## src/rtl/intr_ctrl_if.sv

```systemverilog
// intr_ctrl_if: interrupt-source, pipeline handshake and Status update signals for intr_ctrl.
interface intr_ctrl_if;
    logic [3:0]  intr_src;
    logic [31:0] status_in;
    logic        intr_ack;
    logic        eret;
    logic        intr_req;
    logic [1:0]  intr_vec;
    logic [31:0] intr_addr;
    logic [31:0] sta_data;
    logic        sta_write;
    logic [3:0]  pending;
    modport master (
        input  intr_src, status_in, intr_ack, eret,
        output intr_req, intr_vec, intr_addr, sta_data, sta_write, pending
    );
    modport slave (
        output intr_src, status_in, intr_ack, eret,
        input  intr_req, intr_vec, intr_addr, sta_data, sta_write, pending
    );
endinterface

```

## src/rtl/intr_ctrl.sv

```systemverilog
// intr_ctrl: 4-source edge-triggered interrupt controller driving the Status register on entry/eret.
// Define INTR_SYNC_EN to pass intr_src through a 2-flop synchronizer before edge detection.
module intr_ctrl #(
    parameter logic [31:0] VEC_BASE   = 32'h0000_0800,
    parameter logic [31:0] VEC_STRIDE = 32'h0000_0010
) (
    input logic         clk,
    input logic         rst,
    intr_ctrl_if.master bus
);
    typedef enum logic [1:0] {IDLE, REQ, ENTER, LEAVE} state_t;
    state_t     state, state_nx;
    logic [3:0] src_in, src_q, pending, elig, m, s, s_clr, blk, clr;
    logic [1:0] vec, winner;
    logic       eret_pend;
    assign m = bus.status_in[3:0];
    assign s = bus.status_in[7:4];
`ifdef INTR_SYNC_EN
    logic [3:0] sync1, sync2;
    always_ff @(posedge clk or negedge rst)
        if (!rst) {sync2, sync1} <= '0;
        else {sync2, sync1} <= {sync1, bus.intr_src};
    assign src_in = sync2;
`else
    assign src_in = bus.intr_src;
`endif
    // a source is blocked by any in-service source of equal or higher priority
    assign blk    = {|s[3:0], |s[2:0], |s[1:0], s[0]};
    assign elig   = pending & m & ~blk;
    assign winner = elig[0] ? 2'd0 : elig[1] ? 2'd1 : elig[2] ? 2'd2 : 2'd3;
    assign s_clr  = s & (s - 4'd1);
    assign clr    = (state == ENTER) ? 4'b0001 << vec : 4'b0000;
    always_ff @(posedge clk or negedge rst)
        if (!rst) begin
            state     <= IDLE;
            vec       <= '0;
            src_q     <= '0;
            pending   <= '0;
            eret_pend <= 1'b0;
        end else begin
            state     <= state_nx;
            src_q     <= src_in;
            pending   <= (pending & ~clr) | (src_in & ~src_q);
            eret_pend <= bus.eret | (eret_pend & (state != LEAVE));
            if (state == IDLE && !eret_pend && |elig) vec <= winner;
        end
    always_comb begin
        state_nx = IDLE;
        case (state)
            IDLE:    state_nx = eret_pend ? LEAVE : (|elig) ? REQ : IDLE;
            REQ:     state_nx = bus.intr_ack ? ENTER : !elig[vec] ? IDLE : REQ;
            default: state_nx = IDLE;
        endcase
    end
    assign bus.intr_req  = state == REQ;
    assign bus.intr_vec  = vec;
    assign bus.intr_addr = VEC_BASE + VEC_STRIDE * {30'd0, vec};
    assign bus.sta_write = (state == ENTER) || (state == LEAVE);
    assign bus.sta_data  = (state == ENTER) ? bus.status_in | (32'd16 << vec) :
                           (state == LEAVE) ? {bus.status_in[31:8], s_clr, bus.status_in[3:0]} : 32'd0;
    assign bus.pending   = pending;
endmodule

```

## src/flat_wrapper.sv

```systemverilog
// flat-port wrapper written by rule: the top's interface ports become plain ports
module intr_ctrl_flat 
#(
    parameter logic [31:0] VEC_BASE   = 32'h0000_0800,
    parameter logic [31:0] VEC_STRIDE = 32'h0000_0010
)
  (clk, rst, bus_intr_src, bus_status_in, bus_intr_ack, bus_eret, bus_intr_req, bus_intr_vec, bus_intr_addr, bus_sta_data, bus_sta_write, bus_pending);
  intr_ctrl_if bus_i ();
  input logic clk;
  input logic rst;
  input wire logic [$bits(bus_i.intr_src)-1:0] bus_intr_src;
  input wire logic [$bits(bus_i.status_in)-1:0] bus_status_in;
  input wire logic [$bits(bus_i.intr_ack)-1:0] bus_intr_ack;
  input wire logic [$bits(bus_i.eret)-1:0] bus_eret;
  output wire logic [$bits(bus_i.intr_req)-1:0] bus_intr_req;
  output wire logic [$bits(bus_i.intr_vec)-1:0] bus_intr_vec;
  output wire logic [$bits(bus_i.intr_addr)-1:0] bus_intr_addr;
  output wire logic [$bits(bus_i.sta_data)-1:0] bus_sta_data;
  output wire logic [$bits(bus_i.sta_write)-1:0] bus_sta_write;
  output wire logic [$bits(bus_i.pending)-1:0] bus_pending;
  assign bus_i.intr_src = bus_intr_src;
  assign bus_i.status_in = bus_status_in;
  assign bus_i.intr_ack = bus_intr_ack;
  assign bus_i.eret = bus_eret;
  assign bus_intr_req = bus_i.intr_req;
  assign bus_intr_vec = bus_i.intr_vec;
  assign bus_intr_addr = bus_i.intr_addr;
  assign bus_sta_data = bus_i.sta_data;
  assign bus_sta_write = bus_i.sta_write;
  assign bus_pending = bus_i.pending;
  intr_ctrl #(.VEC_BASE(VEC_BASE), .VEC_STRIDE(VEC_STRIDE)) u_core (.clk(clk), .rst(rst), .bus(bus_i));
endmodule
```

## config.mk

```make
export PLATFORM = sky130hd
export DESIGN_NAME = intr_ctrl_flat
export DESIGN_NICKNAME = d
export VERILOG_FILES = /design/src/rtl/intr_ctrl_if.sv /design/src/rtl/intr_ctrl.sv /design/src/flat_wrapper.sv
export SDC_FILE = /design/constraint.sdc
export NUM_CORES = 1
export LEC_CHECK = 0
export ABC_AREA = 1
export ABC_CLOCK_PERIOD_IN_PS = 2650
export CORE_MARGIN = 1.5
export CORE_UTILIZATION = 33
export DETAILED_ROUTE_END_ITERATION = 8
export HOLD_SLACK_MARGIN = 0.08
export PLACE_DENSITY = 0.92
export RECOVER_POWER = 25
export SYNTH_ARGS = -nofsm -noshare
export SYNTH_HDL_FRONTEND = slang
export SYNTH_SLANG_ARGS = --single-unit
```

## constraint.sdc

```tcl
create_clock -name clk -period 2.65 [get_ports clk]
set_clock_uncertainty 0.1 [all_clocks]
set_input_delay 0.53 -clock clk [delete_from_list [all_inputs] [get_ports clk]]
set_output_delay 0.53 -clock clk [all_outputs]
set_load 0.01 [all_outputs]
```

==> results.json, run 1 <==
{
  "outcome": "complete, no violations",
  "initial_utilization": 0.356,
  "die_y_um": 63.9,
  "slew_headroom": 0.616,
  "cts-resized-gates": 1,
  "cts_buffer_depth": 2,
  "synth-seq-cells": 13,
  "wire_per_inst_um": 10.1,
  "yosysTopAreaCell": "dfrtp_1",
  "rows": 21,
  "grt_start_max_net_pins": 22,
  "cp.required_ns": 2.02,
  "crit_slowest_cell": "clkdlybuf4s50_1",
  "finalSetupTns_ns": 0,
  "coreArea_um2": 3440,
  "ir_drop_uv": 450,
  "rsz0062_at_grt": "no",
  "leakage_nw": 1.13,
  "synth_edf_count": 0,
  "ys_top_cells_by_count": "55 x nand2_1, 42 x inv_1, 32 x buf_4",
  "critPathKind": "input port to output port",
  "area_growth_pct": 63.3,
  "firstDrtPassIters": 4,
  "power_density_nw_per_um2": 753,
  "synth_fa_ha_area_frac": 0,
  "syn_inst": 193,
  "synth-compound-area-share": 0.0644,
  "hold_path_class": "register to register",
  "final_cell_area_um2": 2000,
  "fillers": 320,
  "ys_seq_area_frac": 0.266,
  "grt_pass1_wl_mm": 5.36,
  "place_congestion": 0.797,
  "hpwlAfterDp_mm": 2.72,
  "n_antenna_cell": 0,
  "syn-cell-area_um2": 1220,
  "synth-xor-area-share": 0,
  "h-tree-depth": 1,
  "antenna_found_initial": 0,
  "die_x_um": 63.9,
  "drive_above_1_share": 0.0842,
  "grt_overflow": 0,
  "grt_pass1_vias": 1243,
  "port_buffers": 81,
  "max-cap-violations": 0,
  "dr_total_vias": 1294,
  "via_per_inst": 4.06,
  "clock-root-buffer": "clkbuf_8",
  "synth-simple-area-share": 0.302,
  "cts_tree": "built",
  "synth.distinct_cells": 21,
  "synth_top_family_by_area": "buffers and inverters",
  "cts_setup_buffers": 0,
  "cts_sinks": 13,
  "clkTransAtPathRegs_ns": 0.05,
  "ioPinCount": 112,
  "holdBufCountCts": 0,
  "first_iter_violations": 42,
  "netlist_top_cells_area": "dfrtp_1 27%, buf_4 20%, nand2_1 17%",
  "fin_crit_ns": 2.58,
  "grt_usage": 0.164,
  "min_period_over_period": 0.972,
  "drt_wl_total_mm": 3.22,
  "fmax_mhz": 388,
  "cp-end-kind": "output port",
  "setup_violations": 0,
  "synth_top_area_frac": 0.266,
  "worstPathCellList": "clkdlybuf4s50_1 -> inv_2 -> nand2_2 -> nor2_1 -> a21oi_1 -> clkdlybuf4s50_1",
  "worst_path_most_repeated_cell": "clkdlybuf4s50_1",
  "avgSynthCellArea_um2": 6.34,
  "dpl_cell_area_um2": 1960,
  "start_kind": "input port",
  "critPathMaxStageDelay_ns": 0.55,
  "crit_path_max_fanout": 3,
  "worstMarginPinSlew_ns": 0.574,
  "slew_violations": 0,
  "design.die.area_um2": 4080,
  "nets": 314,
  "cts_made_buffers": 3,
  "synth.most_common_cell": "nand2_1",
  "clock_latency_ns": 0.25,
  "yosys_warnings": 0,
  "ys_async_sr_fraction": 1.00,
  "final_hold_viol_count": 0,
  "ys.flop_type": "dfrtp_1",
  "crit_arrival_ns": 1.95,
  "drt.antenna.violating_nets": 0,
  "synth_mux_area_frac": 0,
  "remaining_drc_errors": 0
}
==> path summary, 6_finish.rpt <==
kind / from / end / slack [ns] / depth (start not counted)
worst max register to register: u_core.state[1]$_DFF_PN0_ / u_core.bus.intr_vec[0]$_DFFE_PN0P_ / 1.28 / 6
worst max-delay path: bus_status_in[4] / bus_sta_data[7] / 0.07 / 6
max in group asynchronous: rst / u_core.bus.pending[1]$_DFF_PN0_ / 1.46 / 1
worst min register to register: u_core.src_q[3]$_DFF_PN0_ / u_core.bus.pending[3]$_DFF_PN0_ / 0.32 / 1
min in group asynchronous: rst / u_core.bus.intr_vec[0]$_DFFE_PN0P_ / 0.62 / 1
worst min-delay path: u_core.src_q[3]$_DFF_PN0_ / u_core.bus.pending[3]$_DFF_PN0_ / 0.32 / 1
==> per-stage QoR <==
| stage | hold WS, ns | power, mW | util | cells | setup WS (ns) |
|---|---|---|---|---|---|
| floorplan | 0.134 | 0.861 | - | 221 | 1.01 |
| global placement | 0.305 | 1.31 | 0.569 | 315 | 0.0341 |
| detailed placement | 0.322 | 1.34 | 0.569 | 315 | 0.00555 |
| CTS | 0.329 | 1.52 | 0.581 | 319 | 0.0715 |
| global route | 0.354 | 1.63 | 0.581 | 319 | 0.0315 |
| finish | 0.323 | 1.50 | 0.581 | 319 | 0.0738 |
==> layer usage <==
layer | part of all wire | vias to the layer above | track usage
met5 | 0 | - | 0
met3 | 0.083 | 7 | 0.0458
met1 | 0.38 | 571 | 0.174
met4 | 0.020 | 0 | 0.0734
met2 | 0.52 | 63 | 0.297
li1 | - | 653 | -
==> flip-flops by register name, indices dropped and copies added (netlist names) <==
signal and count:
u_core.bus.intr_vec 2, u_core.src_q 4, u_core.bus.pending 4, u_core.state 2, u_core.eret_pend 1
==> cell usage in the layout, fill, tap and decap left out, types with 4 or more instances in the layout <==
master	instances
buf_4	4
conb_1	30
nand2_1	55
o21ai_0	6
dfrtp_1	13
inv_1	42
dlygate4sd3_1	6
a21oi_1	6
clkdlybuf4s50_1	74
nand3_1	5
inv_2	4
nor2_1	9
==> power breakdown <==
group	internal [mW]	switching, mW
registers	0.254	0.0696
logic	0.513	0.490
clock network	0.106	0.0715
total	0.873	0.631
==> kinds of logic after synthesis <==
| family | after synthesis |
|---|---|
| compound gates | 14 |
| simple gates | 81 |
| other cells | 2 |
| buf+inv | 83 |
| flops | 13 |
==> worst max-delay path, delay by kind of cell <==
| family | cells | cell delay (ns) |
|---|---|---|
| buffers and inverters | 3 | 1.11 |
| and+or+nand+nor | 2 | 0.16 |
| AOI/OAI and AO/OA | 1 | 0.14 |
==> cell type report <==
type,count,area (µm²),area share
timing repair buffer,85,840,0.420
multi-input combinational,125,558,0.279
sequential,13,325,0.163
inverter,46,173,0.0864
tap,46,57.6,0.0288
clock buffer,4,45.0,0.0225
(Power assumes the default switching activity.)
==> run 2, diff against run 1 <==
--- a/config.mk
+++ b/config.mk
@@ -11,7 +11,7 @@
 export CORE_UTILIZATION = 33
 export DETAILED_ROUTE_END_ITERATION = 8
 export HOLD_SLACK_MARGIN = 0.08
-export PLACE_DENSITY = 0.92
+export PLACE_DENSITY = 0.86
 export RECOVER_POWER = 25
 export SYNTH_ARGS = -nofsm -noshare
 export SYNTH_HDL_FRONTEND = slang
==> results.json, run 2 (synthesis gave the netlist of run 1 again) <==
{
  "rsz0062_at_grt": "no",
  "min_period_over_period": 0.966,
  "critPathMaxStageDelay_ns": 0.56,
  "n_antenna_cell": 0,
  "die_x_um": 63.9,
  "max-cap-violations": 0,
  "cts-resized-gates": 0,
  "drt_wl_total_mm": 3.04,
  "area_growth_pct": 63.9,
  "fmax_mhz": 391,
  "leakage_nw": 1.15,
  "design.die.area_um2": 4080,
  "cts_made_buffers": 3,
  "outcome": "complete, no violations",
  "crit_arrival_ns": 1.93,
  "coreArea_um2": 3440,
  "post-place-ws_ns": 0.0392,
  "firstDrtPassIters": 4,
  "rows": 21,
  "port_buffers": 81,
  "clkTransAtPathRegs_ns": 0.05,
  "final_common_cell": "clkdlybuf4s50_1",
  "drt.antenna.violating_nets": 0,
  "initial_utilization": 0.356,
  "start_kind": "input port",
  "crit_path_max_fanout": 2,
  "h-tree-depth": 1,
  "cts_setup_buffers": 0,
  "grt_start_max_net_pins": 34,
  "grt_pass1_vias": 1059,
  "power_mw": 1.48,
  "ir_drop_uv": 684,
  "worstPathCellList": "clkdlybuf4s50_1 -> buf_4 -> a21oi_1 -> a21oi_1 -> clkdlybuf4s50_1",
  "cp.required_ns": 2.02,
  "via_per_inst": 3.90,
  "setup_violations": 0,
  "dpl_cell_area_um2": 1960,
  "wire_per_inst_um": 9.52,
  "place_congestion": 0.839,
  "cts_tree": "built",
  "ioPinCount": 112,
  "clock_latency_ns": 0.24,
  "hpwlAfterDp_mm": 2.58,
  "grt_overflow": 0,
  "finalSetupTns_ns": 0,
  "slew_violations": 0,
  "crit_slowest_cell": "clkdlybuf4s50_1",
  "first_iter_violations": 38,
  "cts_buffer_depth": 2,
  "antenna_found_initial": 0,
  "utilization": 0.583,
  "holdBufCountCts": 0,
  "final_cell_area_um2": 2010,
  "grt_pass1_wl_mm": 4.71,
  "dpl.cell_count": 315,
  "fin_crit_ns": 2.56,
  "final_cell_mix": "75 x clkdlybuf4s50_1, 55 x nand2_1, 42 x inv_1",
  "final_hold_viol_count": 0,
  "worstMarginPinSlew_ns": 0.605,
  "layout.cells.non_filler": 319,
  "power_density_nw_per_um2": 740,
  "grt_usage": 0.144,
  "dr_total_vias": 1243,
  "die_y_um": 63.9,
  "hold_path_class": "register to register",
  "hold_ws_ns": 0.325,
  "drive_above_1_share": 0.0916,
  "nets": 314,
  "cp-end-kind": "output port",
  "postLayoutSetupSlackWorst_ns": 0.0897,
  "slew_headroom": 0.596,
  "clock-root-buffer": "clkbuf_8",
  "top_regs": "u_core.bus.pending: 4 flops, u_core.src_q: 4 flops",
  "critPathKind": "input port to output port",
  "remaining_drc_errors": 0,
  "cts_sinks": 13
}
-- run 2: cell count changes in the layout (fill, tap and decap cells not counted) --
cell	before	now
clkinv_2	0	1
nor2_2	3	4
dlygate4sd2_1	1	0
dlymetal6s2s_1	0	1
clkbuf_1	1	0
dlygate4sd3_1	6	5
clkdlybuf4s50_1	74	75
nor2_1	9	8
-- run 2: path summary, 6_finish.rpt --
kind	start	end	slack [ns]	cells past startpoint
setup / recovery	bus_status_in[4]	bus_sta_data[5]	0.09	5
hold / removal	u_core.src_q[2]$_DFF_PN0_	u_core.bus.pending[2]$_DFF_PN0_	0.32	1
setup reg to reg	u_core.state[1]$_DFF_PN0_	u_core.bus.intr_vec[0]$_DFFE_PN0P_	1.26	6
hold reg to reg	u_core.src_q[2]$_DFF_PN0_	u_core.bus.pending[2]$_DFF_PN0_	0.32	1
max in group asynchronous	rst	u_core.bus.pending[2]$_DFF_PN0_	1.42	1
min in group asynchronous	rst	u_core.src_q[3]$_DFF_PN0_	0.64	1
-- run 2: area by class of cell --
cell class / count / area, µm²
Fill cell: 321 / 1440
Timing Repair Buffer: 85 / 843
Sequential cell: 13 / 325
Tap cell: 46 / 57.6
Clock buffer: 3 / 41.3
Multi-Input combinational cell: 125 / 561
Clock inverter: 1 / 5.00
Inverter: 46 / 173
-- run 2: where the power goes --
part           internal (mW)  total, mW  leakage, nW  switching (mW)
logic                  0.508      0.991        0.976           0.483
registers              0.254      0.323        0.145          0.0690
clock network          0.104      0.171       0.0255          0.0671
total                  0.865       1.48         1.15           0.619
-- run 2: worst max-delay path, delay by kind of cell --
kind | cells | cell delay, ns
buffers and inverters | 3 | 1.20
AO/OA/AOI/OAI | 2 | 0.20
-- run 2: per-layer routing --
metal  GRT usage  vias up  part of all wire
li1            -      653                 -
met1       0.176      538              0.42
met2       0.257       52              0.51
met3      0.0405        0             0.071
met4      0.0163        0                 0
met5           0        -                 0
